**config.mk**
```make
export PLATFORM = sky130hd
export DESIGN_NAME = ksa_adder_flat
export DESIGN_NICKNAME = d
export VERILOG_FILES = /design/src/rtl/ksa_adder_if.sv /design/src/rtl/ksa_adder.sv /design/src/flat_wrapper.sv
export SDC_FILE = /design/constraint.sdc
export NUM_CORES = 1
export LEC_CHECK = 0
export CORE_ASPECT_RATIO = 0.9
export CORE_MARGIN = 4
export CORE_UTILIZATION = 38
export DETAILED_ROUTE_END_ITERATION = 8
export PLACE_DENSITY = 0.76
export SLEW_MARGIN = 25
export SYNTH_ARGS = -nofsm -noshare
export SYNTH_HDL_FRONTEND = slang
export SYNTH_SLANG_ARGS = --single-unit
export TNS_END_PERCENT = 100
```
**constraint.sdc**
```tcl
create_clock -name clk -period 0.8 [get_ports clk]
set_input_delay 0.16 -clock clk [delete_from_list [all_inputs] [get_ports clk]]
set_output_delay 0.16 -clock clk [all_outputs]
set_load 0.01 [all_outputs]
```
**src/rtl/ksa_adder_if.sv**
```systemverilog
// ksa_adder_if: operand and result bundle for the Kogge-Stone adder
interface ksa_adder_if #(parameter int BITS = 8);
  logic [BITS-1:0] a, b, sum;
  logic cin, cout;
  modport master(output a, b, cin, input sum, cout);
  modport slave(input a, b, cin, output sum, cout);
endinterface

```
**src/rtl/ksa_adder.sv**
```systemverilog
// ksa_adder: Kogge-Stone prefix adder with a registered sum and carry-out
module ksa_adder #(
  parameter int BITS = 8
) (
  input logic clk,
  input logic rst,
  ksa_adder_if.slave bus
);
  localparam int N = BITS + 1;
  localparam int LV = $clog2(N);
  // node j holds bit position j-1, so node 0 is the carry-in position
  logic [LV:0][N-1:0] g, p;
  logic [BITS-1:0] s;
  assign g[0] = {bus.a & bus.b, bus.cin};
  assign p[0] = {bus.a ^ bus.b, 1'b0};
  for (genvar k = 0; k < LV; k++) begin : lvl
    for (genvar j = 0; j < N; j++) begin : node
      if (j >= (1 << k)) begin : comb
        assign g[k+1][j] = g[k][j] | (p[k][j] & g[k][j-(1<<k)]);
        assign p[k+1][j] = p[k][j] & p[k][j-(1<<k)];
      end else begin : pass
        assign g[k+1][j] = g[k][j];
        assign p[k+1][j] = p[k][j];
      end
    end
  end
  assign s = p[0][N-1:1] ^ g[LV][N-2:0];
  always_ff @(posedge clk or posedge rst)
    if (rst) {bus.cout, bus.sum} <= '0;
    else {bus.cout, bus.sum} <= {g[LV][N-1], s};
endmodule

```
**src/flat_wrapper.sv**
```systemverilog
// flat-port wrapper written by rule: the top's interface ports become plain ports
module ksa_adder_flat 
#(
  parameter int BITS = 8
)
  (clk, rst, bus_a, bus_b, bus_cin, bus_sum, bus_cout);
  ksa_adder_if #(.BITS(BITS)) bus_i ();
  input logic clk;
  input logic rst;
  input wire logic [$bits(bus_i.a)-1:0] bus_a;
  input wire logic [$bits(bus_i.b)-1:0] bus_b;
  input wire logic [$bits(bus_i.cin)-1:0] bus_cin;
  output wire logic [$bits(bus_i.sum)-1:0] bus_sum;
  output wire logic [$bits(bus_i.cout)-1:0] bus_cout;
  assign bus_i.a = bus_a;
  assign bus_i.b = bus_b;
  assign bus_i.cin = bus_cin;
  assign bus_sum = bus_i.sum;
  assign bus_cout = bus_i.cout;
  ksa_adder #(.BITS(BITS)) u_core (.clk(clk), .rst(rst), .bus(bus_i));
endmodule
```
; ---- Word-level counts from Yosys, hierarchy flattened
; Index checks and enable logic that the tools add are counted.
[word_totals]
regBits = 9
input_bits = 19
wordCells = 60
[op_classes]
bitwise = 58
[ops]
columns = cell, n
row1 = $and A1 B1 Y1, 34
row2 = $or A1 B1 Y1, 21
row3 = $xor A8 B8 Y8, 2
row4 = $and A8 B8 Y8, 1

; ---- Logic depth before layout (Yosys ltp)
[logic_depth]
ltp_word = 8
depth_mapped = 6
ltp_nobuf = 6

; ---- Worst setup path before layout
; OpenSTA, ideal clock, no wires.
[synth_timing]
kind = input to register
from = input bus_cin
to = register u_core.bus.sum[7]
required_time_ps = 721
arrival_ps = 1232
cell_stages = 6
slack_ps = -511
path_buffers = 0
path_cell_list = inv_1 -> fa_1 -> nor2b_4 -> o2111ai_1 -> a31oi_1 -> xor2_1
[synth_via]
elab_chain_cells = 7
[synth_lines]
columns = item, line
row1 = start: declaration, flat_wrapper.sv:12  ; input wire logic [$bits(bus_i.cin)-1:0] bus_cin;
row2 = $and A1 B1 Y1, ksa_adder.sv:19  ; assign g[k+1][j] = g[k][j] | (p[k][j] & g[k][j-(1<<k)]);
row3 = $or A1 B1 Y1, ksa_adder.sv:19
row4 = $and A1 B1 Y1, ksa_adder.sv:19
row5 = $or A1 B1 Y1, ksa_adder.sv:19
row6 = $and A1 B1 Y1, ksa_adder.sv:19
row7 = $or A1 B1 Y1, ksa_adder.sv:19
row8 = $xor A8 B8 Y8, ksa_adder.sv:27  ; assign s = p[0][N-1:1] ^ g[LV][N-2:0];
row9 = named net u_core.s[7], ksa_adder.sv:13  ; logic [BITS-1:0] s;
row10 = end signal: assignment, ksa_adder.sv:30  ; else {bus.cout, bus.sum} <= {g[LV][N-1], s};
row11 = end: declaration, ksa_adder_if.sv:6  ; modport slave(input a, b, cin, output sum, cout);
; The timed path passes the listed nets, and every way through them passes these cells.

; ---- Worst setup path in the final report
[layout_timing]
from = input bus_b[0]
to = register u_core.bus.sum[3]
[layout_via]
elab_chain_cells = 6
elab_cells_between_ends = 7
classes_between = 7 x bitwise
[layout_lines]
columns = item, line
row1 = start: declaration, flat_wrapper.sv:11  ; input wire logic [$bits(bus_i.b)-1:0] bus_b;
row2 = $xor A8 B8 Y8, ksa_adder.sv:15  ; assign p[0] = {bus.a ^ bus.b, 1'b0};
row3 = $and A1 B1 Y1, ksa_adder.sv:19
row4 = $or A1 B1 Y1 *, ksa_adder.sv:19
row5 = $and A1 B1 Y1 *, ksa_adder.sv:19
row6 = $or A1 B1 Y1 *, ksa_adder.sv:19
row7 = $xor A8 B8 Y8 *, ksa_adder.sv:27
row8 = named net u_core.s[3], ksa_adder.sv:13
; Mark *: on every way through the listed nets, which the timed path passes. The rest lies on a longest branch.

==> results.md <==
* Most frequent cells in the layout: buf_4 (10), buf_6 (9), buf_2 (9), dfrtp_1 (9), ha_4 (6)
* Initial core utilization at roughly 43%
* Setup WS pre-CTS at -1.10 ns
* Cell area after synthesis at 571 um2
* Filler instances at 73
* Status: complete, but fails checks
* Dpl hpwl at 1.17 mm
* Hold_buf cts at 0
* Drt wl/cell at 16.1 um
* Clk pin slew, worst setup/hold paths at ~0.06 ns
* Multi-input combinational cell area at just under 500 um2
* Core box area at about 1300 um2
* Setup TNS at -3.08 ns
* Gr ovfl total at 0
* Most common cell after layout, fill and taps aside: buf_4
* Final Max Tran Viols at 0
* Maximum clock insertion buffer count at 2
* Post-DRT Antenna Nets at 0
* Failing checks: negative setup slack
* Iteration-0 DRC Markers at 3
* RSZ-0062 raised after global routing: yes
* CTS H-Tree Depth at 1
* Unique masters post-synth at 22
* Layout cells sized above 1 at between 60 and 70%
* Syn Area/Cell at about 11 um2
* Nets at 126
* Final WL at 1.78 mm
* Area grow syn2layout at 97.4%
* Max Freq at 0.873 GHz
* CP Launch Type: input pin
* First-pass DRT Iterations at 2
* Yosys reg bits at 9
* Port bufs at 27
* Site Rows at 12
* Synthesized Nets at 79
* Root Driver: clkbuf_4
* Register area at roughly 230 um2
* Largest net degree at the start of global routing at 10
* Final setup violation count at 17
* DIE WIDTH at roughly 50 um
* Leakage dissipation at 0.528 nW
* Critical Path End Type: flip-flop
* Placer Congestion at 0.714
* Antenna violations before repair at 0
* CP required at roughly 0.95 ns
* Critical path class: input pin to flip-flop
* Worst setup margin at -0.345 ns
* GRT Overall Usage at about 17%
* Max Cap Violations at 0
* Die height at 44.8 um
* Die ar. at about 2200 um2
* Worst vdd ir at ~0.0008 V
* Final Critical Period at 1.14 ns
* CTS tree: done
* Worst hold path type: input pin to async pin
* YS warnings at 0
* Routed via count at about 550
* Final Cycle Share at 143%
* Pwr Density at ~1500 nW/um2
* Final hold vios at 0
* Number of global-route vias before repair at 638
* Final routed DRC violation total at 0
* Global-route wire length before repair at approximately 2.8 mm
* Cells after Synth at 51
* Sink Count at 9
* Worst Path Arrival at roughly 1.3 ns
* Register area share after synthesis at approximately two fifths
* Worst-margin pin slew at ~0.32 ns
* Relative slew margins at between 70% and 80%
* Drt via density at 4.97
* Num ports at 28
* Worst-path maximum fanout at 2
* Inserted Diodes at 0
* TritonCTS Buffers at 3
## kinds of logic after synthesis
group                      after synthesis  synth area share (%)
and+or+nand+nor                          8                  8.77
adders and majority gates                9                  21.1
DFF                                      9                  39.5
xor gates and xnor gates                 7                  10.7
AOI/OAI and AO/OA                       13                  16.7
buffers and inverters                    5                  3.29
## per-layer routing
| layer | global-route usage, % | share of wire [%] |
|---|---|---|
| met1 | 16.0 | 35 |
| met2 | 33.1 | 54 |
| met5 | 0 | 0 |
| met4 | 8.06 | 2.9 |
| met3 | 5.61 | 8.0 |
## flip-flops by register name, indices dropped and copies added, names as in the netlist
| name | count |
|---|---|
| u_core.bus.cout | 1 |
| u_core.bus.sum | 8 |
## where the power goes
group | internal [mW] | switching [mW] | leakage [nW] | total (mW)
sequential | 0.544 | 0.0223 | 0.105 | 0.567
combinational | 0.438 | 0.357 | 0.408 | 0.796
clock | 0.193 | 0.165 | 0.0150 | 0.357
## layout make-up
| class | instances | area share, % |
|---|---|---|
| multi-input cells | 37 | 42.8 |
| repair buffers | 42 | 30.8 |
| flip-flops and latches | 9 | 20.0 |
| inverters | 5 | 2.56 |
| clock buffers | 4 | 2.33 |
| well taps | 14 | 1.56 |
## worst paths after layout
| path | cells after the start | start | endpoint |
|---|---|---|---|
| min | 2 | rst | u_core.bus.sum[0]$_DFF_PP0_ |
| max | 9 | bus_b[0] | u_core.bus.sum[3]$_DFF_PP0_ |
| max in group asynchronous | 2 | rst | u_core.bus.sum[7]$_DFF_PP0_ |
| min in group clk | 4 | bus_cin | u_core.bus.sum[0]$_DFF_PP0_ |
## synth_stat cells
cell / n / area (um2)
nand2b_1: 1 / 6.26
a21o_1: 2 / 15.0
o2111ai_1: 1 / 8.76
nor2_1: 1 / 3.75
o21a_1: 2 / 15.0
nor3_1: 1 / 5.00
a21oi_2: 1 / 8.76
fa_1: 1 / 20.0
a21oi_1: 3 / 15.0
a31oi_1: 1 / 6.26
inv_1: 5 / 18.8
nand2_1: 2 / 7.51
a31o_1: 1 / 8.76
nand3b_1: 1 / 7.51
nor2b_4: 1 / 13.8
or2_1: 1 / 6.26
xnor2_1: 3 / 26.3
ha_1: 8 / 100
dfrtp_1: 9 / 225
xor2_1: 4 / 35.0
o31ai_2: 1 / 12.5
o21ai_0: 1 / 5.00
## critical path, cell delays in order
cell and delay, ns:
buf_8 0.08, inv_4 0.03, fa_2 0.41, nor2b_4 0.13, buf_4 0.11, buf_6 0.08
o21a_1 0.11, nor2_1 0.05, xnor2_1 0.13
## per-stage QoR
| step | hold slack, ns | cells | utilization, % | power (mW) | area [um2] |
|---|---|---|---|---|---|
| after CTS | 0.158 | 110 | 82.7 | 1.65 | 1090 |
| after global routing | 0.168 | 111 | 85.2 | 1.82 | 1130 |
| after floorplan | -0.0121 | 51 | - | 0.906 | 666 |
| after detailed placement | 0.434 | 103 | 78.4 | 1.32 | 1040 |
| after global placement | 0.432 | 103 | 78.4 | 1.31 | 1040 |
| final | 0.139 | 111 | 85.2 | 1.72 | 1130 |
## timing repair
item,in CTS,in global routing
pin swaps,15,8
setup endpoints to repair,18,17
endpoints found under the hold margin,0,0
setup buffers,5,1
gates resized for setup,85,13
Power figures use the tool's default switching activity.
